==> config.mk <==
export PLATFORM = sky130hd
export DESIGN_NAME = fifo_burst_reader_flat
export DESIGN_NICKNAME = d
export VERILOG_FILES = /design/src/rtl/fifo_burst_reader_if.sv /design/src/rtl/fifo_burst_reader.sv /design/src/flat_wrapper.sv
export SDC_FILE = /design/constraint.sdc
export NUM_CORES = 1
export LEC_CHECK = 0
export ABC_CLOCK_PERIOD_IN_PS = 2900
export BUFFER_PORTS_ARGS = -buffer_cell sky130_fd_sc_hd__buf_4
export CAP_MARGIN = 20
export CORE_UTILIZATION = 41
export DETAILED_ROUTE_END_ITERATION = 8
export PLACE_DENSITY = 0.76
export SYNTH_ARGS = -nofsm -noshare
export SYNTH_HDL_FRONTEND = slang
export SYNTH_SLANG_ARGS = --single-unit
==> constraint.sdc <==
create_clock -name i_clk -period 2.9 [get_ports i_clk]
set_input_delay 0.145 -clock i_clk [delete_from_list [all_inputs] [get_ports i_clk]]
set_output_delay 0.145 -clock i_clk [all_outputs]
set_load 0.01 [all_outputs]
==> src/rtl/fifo_burst_reader_if.sv <==
// Bundles the command, FIFO read-side and output-stream signals of fifo_burst_reader.
// slave is the reader's view; master is the view of whatever drives and observes it.
interface fifo_burst_reader_if #(
    parameter int unsigned DataWidth = 16,
    parameter int unsigned MaxBurst  = 8
);
    localparam int unsigned LenWidth = $clog2(MaxBurst + 1);

    logic                 i_start;
    logic [LenWidth-1:0]  i_len;
    logic                 i_abort;
    logic                 o_busy;
    logic                 o_done;
    logic                 o_fifo_rd_en;
    logic [DataWidth-1:0] i_fifo_rd_data;
    logic                 i_fifo_empty;
    logic [DataWidth-1:0] o_data;
    logic                 o_valid;
    logic                 o_last;
    logic                 i_ready;

    modport slave (
        input  i_start, i_len, i_abort, i_fifo_rd_data, i_fifo_empty, i_ready,
        output o_busy, o_done, o_fifo_rd_en, o_data, o_valid, o_last
    );

    modport master (
        output i_start, i_len, i_abort, i_fifo_rd_data, i_fifo_empty, i_ready,
        input  o_busy, o_done, o_fifo_rd_en, o_data, o_valid, o_last
    );
endinterface

==> src/rtl/fifo_burst_reader.sv <==
// Pops one commanded burst from an FWFT FIFO and presents it as a registered
// valid/ready stream with a last flag; supports sink stalls, FIFO underrun stalls and abort.
module fifo_burst_reader #(
    parameter int unsigned DataWidth = 16,
    parameter int unsigned MaxBurst  = 8
) (
    input  logic               i_clk,
    input  logic               i_rst_n,
    fifo_burst_reader_if.slave bus_if
);
    localparam int unsigned         LenWidth = $clog2(MaxBurst + 1);
    localparam logic [LenWidth-1:0] MaxLen   = LenWidth'(MaxBurst);
    localparam logic [LenWidth-1:0] LenOne   = LenWidth'(1);

    typedef enum logic [1:0] {
        IDLE  = 2'd0,
        BURST = 2'd1,
        DRAIN = 2'd2,
        DONE  = 2'd3
    } state_e;

    state_e               state_q, state_d;
    logic [LenWidth-1:0]  remaining_q, remaining_d;
    logic [DataWidth-1:0] data_q, data_d;
    logic                 valid_q, valid_d;
    logic                 last_q, last_d;
    logic                 busy_q, busy_d;
    logic                 done_q, done_d;

    logic [LenWidth-1:0]  len_c;
    logic                 pop_c;
    logic                 accept_c;

    // Oversized requests are clamped rather than rejected.
    assign len_c    = (bus_if.i_len > MaxLen) ? MaxLen : bus_if.i_len;
    assign accept_c = valid_q && bus_if.i_ready;
    assign pop_c    = (state_q == BURST) && !bus_if.i_abort && !bus_if.i_fifo_empty &&
                      (remaining_q != '0) && (!valid_q || bus_if.i_ready);

    assign bus_if.o_fifo_rd_en = pop_c;
    assign bus_if.o_data       = data_q;
    assign bus_if.o_valid      = valid_q;
    assign bus_if.o_last       = last_q;
    assign bus_if.o_busy       = busy_q;
    assign bus_if.o_done       = done_q;

    // Next-state and next-output logic.
    always_comb begin
        state_d     = state_q;
        remaining_d = remaining_q;
        data_d      = data_q;
        valid_d     = valid_q;
        last_d      = last_q;

        case (state_q)
            IDLE: begin
                if (bus_if.i_start) begin
                    if (len_c == '0) begin
                        state_d = DONE;
                    end else begin
                        remaining_d = len_c;
                        state_d     = BURST;
                    end
                end
            end
            BURST: begin
                if (bus_if.i_abort) begin
                    valid_d     = 1'b0;
                    last_d      = 1'b0;
                    remaining_d = '0;
                    state_d     = DONE;
                end else if (pop_c) begin
                    data_d      = bus_if.i_fifo_rd_data;
                    valid_d     = 1'b1;
                    last_d      = (remaining_q == LenOne);
                    remaining_d = remaining_q - LenOne;
                    if (remaining_q == LenOne) begin
                        state_d = DRAIN;
                    end
                end else if (accept_c) begin
                    valid_d = 1'b0;
                    last_d  = 1'b0;
                end
            end
            DRAIN: begin
                if (bus_if.i_abort) begin
                    valid_d     = 1'b0;
                    last_d      = 1'b0;
                    remaining_d = '0;
                    state_d     = DONE;
                end else if (accept_c || !valid_q) begin
                    valid_d = 1'b0;
                    last_d  = 1'b0;
                    state_d = DONE;
                end
            end
            DONE: begin
                state_d = IDLE;
            end
            default: begin
                state_d = IDLE;
            end
        endcase
    end

    // The done pulse trails the DONE state by one cycle so it lands in the following IDLE cycle.
    assign busy_d = (state_d != IDLE);
    assign done_d = (state_q == DONE);

    always_ff @(posedge i_clk or negedge i_rst_n) begin
        if (!i_rst_n) begin
            state_q     <= IDLE;
            remaining_q <= '0;
            data_q      <= '0;
            valid_q     <= 1'b0;
            last_q      <= 1'b0;
            busy_q      <= 1'b0;
            done_q      <= 1'b0;
        end else begin
            state_q     <= state_d;
            remaining_q <= remaining_d;
            data_q      <= data_d;
            valid_q     <= valid_d;
            last_q      <= last_d;
            busy_q      <= busy_d;
            done_q      <= done_d;
        end
    end
endmodule

==> src/flat_wrapper.sv <==
// flat-port wrapper written by rule: the top's interface ports become plain ports
module fifo_burst_reader_flat 
#(
    parameter int unsigned DataWidth = 16,
    parameter int unsigned MaxBurst  = 8
)
  (i_clk, i_rst_n, bus_if_i_start, bus_if_i_len, bus_if_i_abort, bus_if_i_fifo_rd_data, bus_if_i_fifo_empty, bus_if_i_ready, bus_if_o_busy, bus_if_o_done, bus_if_o_fifo_rd_en, bus_if_o_data, bus_if_o_valid, bus_if_o_last);
  fifo_burst_reader_if #(.DataWidth(DataWidth), .MaxBurst(MaxBurst)) bus_if_i ();
  input  logic i_clk;
  input  logic i_rst_n;
  input wire logic [$bits(bus_if_i.i_start)-1:0] bus_if_i_start;
  input wire logic [$bits(bus_if_i.i_len)-1:0] bus_if_i_len;
  input wire logic [$bits(bus_if_i.i_abort)-1:0] bus_if_i_abort;
  input wire logic [$bits(bus_if_i.i_fifo_rd_data)-1:0] bus_if_i_fifo_rd_data;
  input wire logic [$bits(bus_if_i.i_fifo_empty)-1:0] bus_if_i_fifo_empty;
  input wire logic [$bits(bus_if_i.i_ready)-1:0] bus_if_i_ready;
  output wire logic [$bits(bus_if_i.o_busy)-1:0] bus_if_o_busy;
  output wire logic [$bits(bus_if_i.o_done)-1:0] bus_if_o_done;
  output wire logic [$bits(bus_if_i.o_fifo_rd_en)-1:0] bus_if_o_fifo_rd_en;
  output wire logic [$bits(bus_if_i.o_data)-1:0] bus_if_o_data;
  output wire logic [$bits(bus_if_i.o_valid)-1:0] bus_if_o_valid;
  output wire logic [$bits(bus_if_i.o_last)-1:0] bus_if_o_last;
  assign bus_if_i.i_start = bus_if_i_start;
  assign bus_if_i.i_len = bus_if_i_len;
  assign bus_if_i.i_abort = bus_if_i_abort;
  assign bus_if_i.i_fifo_rd_data = bus_if_i_fifo_rd_data;
  assign bus_if_i.i_fifo_empty = bus_if_i_fifo_empty;
  assign bus_if_i.i_ready = bus_if_i_ready;
  assign bus_if_o_busy = bus_if_i.o_busy;
  assign bus_if_o_done = bus_if_i.o_done;
  assign bus_if_o_fifo_rd_en = bus_if_i.o_fifo_rd_en;
  assign bus_if_o_data = bus_if_i.o_data;
  assign bus_if_o_valid = bus_if_i.o_valid;
  assign bus_if_o_last = bus_if_i.o_last;
  fifo_burst_reader #(.DataWidth(DataWidth), .MaxBurst(MaxBurst)) u_core (.i_clk(i_clk), .i_rst_n(i_rst_n), .bus_if(bus_if_i));
endmodule
# After elaboration in Yosys (flattened, before gate mapping)
# Index checks and enable logic that the tools add are counted.
# classes
mux,24
n_addsub,1
bitwise_logic,1
reduce_logical,19
eq_ne,10
n_lt_le_gt_ge,1
# ops
operator,n
2-to-1 mux 4 bit,6
2-to-1 mux 2 bit,7
case mux 4 bit (3 select lines),1
case mux 2 bit (4 select lines),1
2-to-1 mux 1 bit,7
"inequality test 2 bit, second input constant",3
AND reduction 3 bit,2
logical AND 1 bit,5
AND reduction 5 bit,1
"== test 2 bit, second input constant",2
"== test 4 x 1 -> 1 bit, second input constant",1
"greater-than comparator 4 bit, second input constant",1
logical NOT 4 bit,1
"inequality test 4 x 3 -> 1 bit, second input constant",1
case mux 1 bit (2 select lines),2
nonzero test 2 bit,2
nonzero test 4 bit,1
"subtractor 4 x 1 -> 4 bit, second input constant",1
logical NOT 1 bit,3
"inequality test 3 x 2 -> 1 bit, second input constant",1
"inequality test 3 bit, second input constant",1
nonzero test 3 bit,1
"== test 2 x 1 -> 1 bit, second input constant",1
logical NOT 2 bit,1
other kinds (2),3
# word_totals
ff_bits,26
word_cells,63
out_inout_bits,21
inputBits,26

# Logic depth before layout (Yosys ltp)
# logic_depth
depth_word,9
ltp_mapped,7
mapped_depth_nobuf,6

# Least setup slack after synthesis
# Ideal clock, no wire load.
# synth_timing
path_type,register -> register
start,register u_core.state_q[1]
end,register u_core.data_q[10] (netlist: u_core.bus_if.o_data[10])
n_path_buf,2
slack_ns,1.026
period_less_slack_ns,1.874
stages_incl_launch_ff,8
setup_ns,0.125
t_arrival_ns,1.749
required_time_ns,2.775
path_cell_list,dfrtp_1 -> inv_1 -> ha_1 -> nor2b_2 -> nor4b_2 -> buf_6 -> buf_12 -> mux2_4
# synth_between
elab_chain_len,6
# synth_rtl
element,line_no,rtl
start: declaration,fifo_burst_reader.sv:22,"state_e state_q, state_d;"
start signal: assignment,fifo_burst_reader.sv:120,state_q <= state_d;
== test 2 x 1 -> 1 bit,fifo_burst_reader.sv:37,assign pop_c = (state_q == BURST) && !bus_if.i_abort && !bus_if.i_fifo_empty &&
logical AND 1 bit (3 in a row),fifo_burst_reader.sv:37,
logical AND 1 bit,fifo_burst_reader.sv:38,(remaining_q != '0) && (!valid_q || bus_if.i_ready);
net bus_if_o_fifo_rd_en,flat_wrapper.sv:19,output wire logic [$bits(bus_if_i.o_fifo_rd_en)-1:0] bus_if_o_fifo_rd_en;
AND reduction 3 bit (no line),--,
end signal: assignment,fifo_burst_reader.sv:122,data_q <= data_d;
end: declaration,fifo_burst_reader.sv:24,"logic [DataWidth-1:0] data_q, data_d;"
# The timed path passes the listed nets, and every way through them passes these cells.
# A chain may end at the register's enable or synchronous reset.

# Worst setup path in the final report
# layout_timing
start,register u_core.state_q[1]
end,output port bus_if_o_fifo_rd_en
# layout_between
elab_chain_len,5
# layout_rtl
element,line_no
== test 2 x 1 -> 1 bit,fifo_burst_reader.sv:37
logical AND 1 bit (3 in a row),fifo_burst_reader.sv:37
logical AND 1 bit,fifo_burst_reader.sv:38
end: declaration,flat_wrapper.sv:19
# Every way passes these cells.

==> impl_metrics.csv <==
group,metric,value,unit
logic_synthesis,synth_edf_count,0,
power_and_ir_drop,pwr-share-clk,0.105,
logic_synthesis,syn_area,1410,um2
logic_synthesis,synth_top_area_share,0.462,
routing,antenna_left,0,
global_routing,grt_pass1_wl,4860,um
timing,rsz0062_at_grt,"no",
routing,vias_per_cell,5.20,
timing,final.setup.tns,0,ns
timing,period_share,0.781,
logic_synthesis,syn_inst,108,
logic_synthesis,synth_most_common_cell,"dfrtp_1",
logic_synthesis,yosysSeqAreaShare,0.462,
logic_synthesis,synth_async_sr_flop_share,1.00,
routing,drtIter0Drc,17,
power_and_ir_drop,p_sw,651,uW
timing,max_freq,442,MHz
floorplan,fp-row-count,20,
global_routing,grt_max_degree,27,
timing,hold_viol,0,
logic_synthesis,synth_nets,141,
layout,fin_util,0.583,
cts,htreeDepth,1,
cts,ctsResizeCount,0,
power_and_ir_drop,p_per_area,954,nW/um2
logic_synthesis,synth_top_flop_cell,"dfrtp_1",
timing,drv_slew,0,
setup_path,path_class,"flop to output port",
place,portBuffers,46,
setup_path,cp-start-kind,"flop",
cts,cts.sinks,26,
cts,clock_tree.root_cell,"clkbuf_4",
global_routing,grt-ovfl-total,0,
power_and_ir_drop,swShare,0.371,
cts,path_clk_slew,0.14,ns
cts,clock_path_buffers,2,
power_and_ir_drop,power.share.sequential,0.364,
setup_path,crit_required,2.76,ns
floorplan,io_pins,47,
routing,via_count,1050,
layout,area_growth,30.7,%
layout,layout-drive-gt1-share,0.443,
logic_synthesis,ys_ff_latch,26,
logic_synthesis,yosysWarningCount,0,
power_and_ir_drop,leakagePower,0.000880,uW
cts,numCtsBuffers,3,
timing,period_minus_slack,2.26,ns
routing,wl_per_cell,14.7,um
timing,slew_headroom,0.734,
routing,wirelength,2980,um
routing,firstDrtPassIters,4,
timing,worst_pin_slew,0.397,ns
power_and_ir_drop,ir_worst_vdd,433,uV
layout,antenna_cells,0,
place,dp.final_hpwl,2310,um
hold_path,hp-class,"primary input to flop",
cts,clkLatencyLatePin,0.32,ns
logic_synthesis,synth_commonest_cells,"dfrtp_1 (26), mux2_4 (9), mux2_1 (8)",
setup_path,worst-path-max-fanout,20,
setup_path,crit_path_end_kind,"output port",
power_and_ir_drop,combPwrFrac,0.530,
layout,nets,192,
floorplan,die_area,3670,um2
floorplan,initial_core_util,0.446,
cts,cts_tree,"done",
routing,drc,0,
power_and_ir_drop,internal_power,1100,uW
setup_path,arrival,2.12,ns
logic_synthesis,syn_area_per_cell,13.0,um2
global_routing,grt_pass1_vias,1033,
timing,timing.clock.skew,0.00256,ns
floorplan,die_w,60.6,um
flow_run,drv_cap,0,
logic_synthesis,synth.area.top_cells,"dfrtp_1 (46%), mux2_4 (9.6%), mux2_1 (6.4%), ha_1 (6.2%), a21oi_1 (1.8%)",
global_routing,grt_usage,0.181,
logic_synthesis,yosysTopAreaCell,"dfrtp_1",
floorplan,core,3150,um2
place,place_congestion,0.855,
timing,setup_viol,0,
outcome,status,"completed",
floorplan,die_h,60.6,um
global_routing,antenna_found_initial,0,
logic_synthesis,ys_types,40,
final timing paths:
path,startpoint,endpoint,slack (ns),cells after the start
worst max-delay path,u_core.state_q[1],bus_if_o_fifo_rd_en,0.64,6
worst min-delay path,bus_if_i_fifo_rd_data[15],u_core.bus_if.o_data[15],0.03,2
worst max register to register,u_core.state_q[1],u_core.bus_if.o_data[0],0.82,6
worst min register to register,u_core.bus_if.o_data[15],u_core.bus_if.o_data[15],0.51,1
max in group asynchronous,i_rst_n,u_core.bus_if.o_done,2.38,2
min in group asynchronous,i_rst_n,u_core.bus_if.o_last,0.27,2
placed cells by master, fill, tap and decap left out, types with 2 or more instances in the layout:
cell type   n
nand2_1     3
inv_1       6
mux2_4      9
a21oi_1     5
o21ai_0     2
clkbuf_4    3
mux2_1      8
ha_1        7
dfrtp_1    26
and4b_1     2
buf_4      47
nor2_1      6
nand3b_1    2
nor2b_1     3
mux2i_1     2
through the flow:
stage	setup slack [ns]	power (uW)	cells	area, um2	hold slack (ns)
after floorplan	1.03	1220	108	1410	-0.151
after CTS	0.632	1760	202	1840	0.0286
after global placement	0.943	1540	197	1790	0.0664
after global routing	0.475	1880	202	1840	0.0204
final	0.636	1750	202	1840	0.0309
after detailed placement	0.848	1580	197	1790	0.0741
critical path, stage by stage, from the launching register on:
cell and delay, ns:
dfrtp_1 0.46, inv_1 0.13, ha_1 0.25, nor2b_2 0.24, nor4b_4 0.21, buf_4 0.33
buf_4 0.18
sequential cells by signal, indices dropped and copies added, names as in the netlist:
| name | flops |
|---|---|
| u_core.bus_if.o_done | 1 |
| u_core.remaining_q | 4 |
| u_core.bus_if.o_busy | 1 |
| u_core.state_q | 2 |
| u_core.bus_if.o_valid | 1 |
| u_core.bus_if.o_data | 16 |
| u_core.bus_if.o_last | 1 |
area by class of cell:
| cell class | instances | area, um2 |
|---|---|---|
| clock buffers | 4 | 36.3 |
| fillers | 280 | 1310 |
| inverters | 6 | 22.5 |
| multi-input cells | 74 | 712 |
| flip-flops and latches | 26 | 651 |
| well taps | 44 | 55.1 |
| repair buffers | 48 | 363 |
cells by family after synthesis:
| family | count (synthesis) | share of synthesized area |
|---|---|---|
| DFF | 26 | 0.462 |
| buffers and inverters | 8 | 0.0382 |
| muxes | 20 | 0.182 |
| adders and majority gates | 7 | 0.0622 |
| AOI/OAI and AO/OA | 19 | 0.116 |
| and+or+nand+nor | 28 | 0.140 |
routing by layer:
| metal | GRT usage | part of all wire |
|---|---|---|
| met2 | 0.312 | 0.53 |
| met5 | 0 | 0 |
| met1 | 0.233 | 0.42 |
| met3 | 0.0128 | 0.030 |
| met4 | 0.0779 | 0.017 |
power groups by stage:
stage / combinational, uW / sequential, uW / clock, uW
after detailed placement: 931 / 646 / 0
final: 930 / 639 / 185
after global placement: 905 / 636 / 0
after CTS: 936 / 639 / 188
after global routing: 1020 / 661 / 202
after floorplan: 529 / 686 / 0
timing repair:
item                                   CTS  global route
endpoints found under the hold margin   26             0
setup buffers                            0             0
hold buffers                             1             0
(Power assumes the default switching activity.)
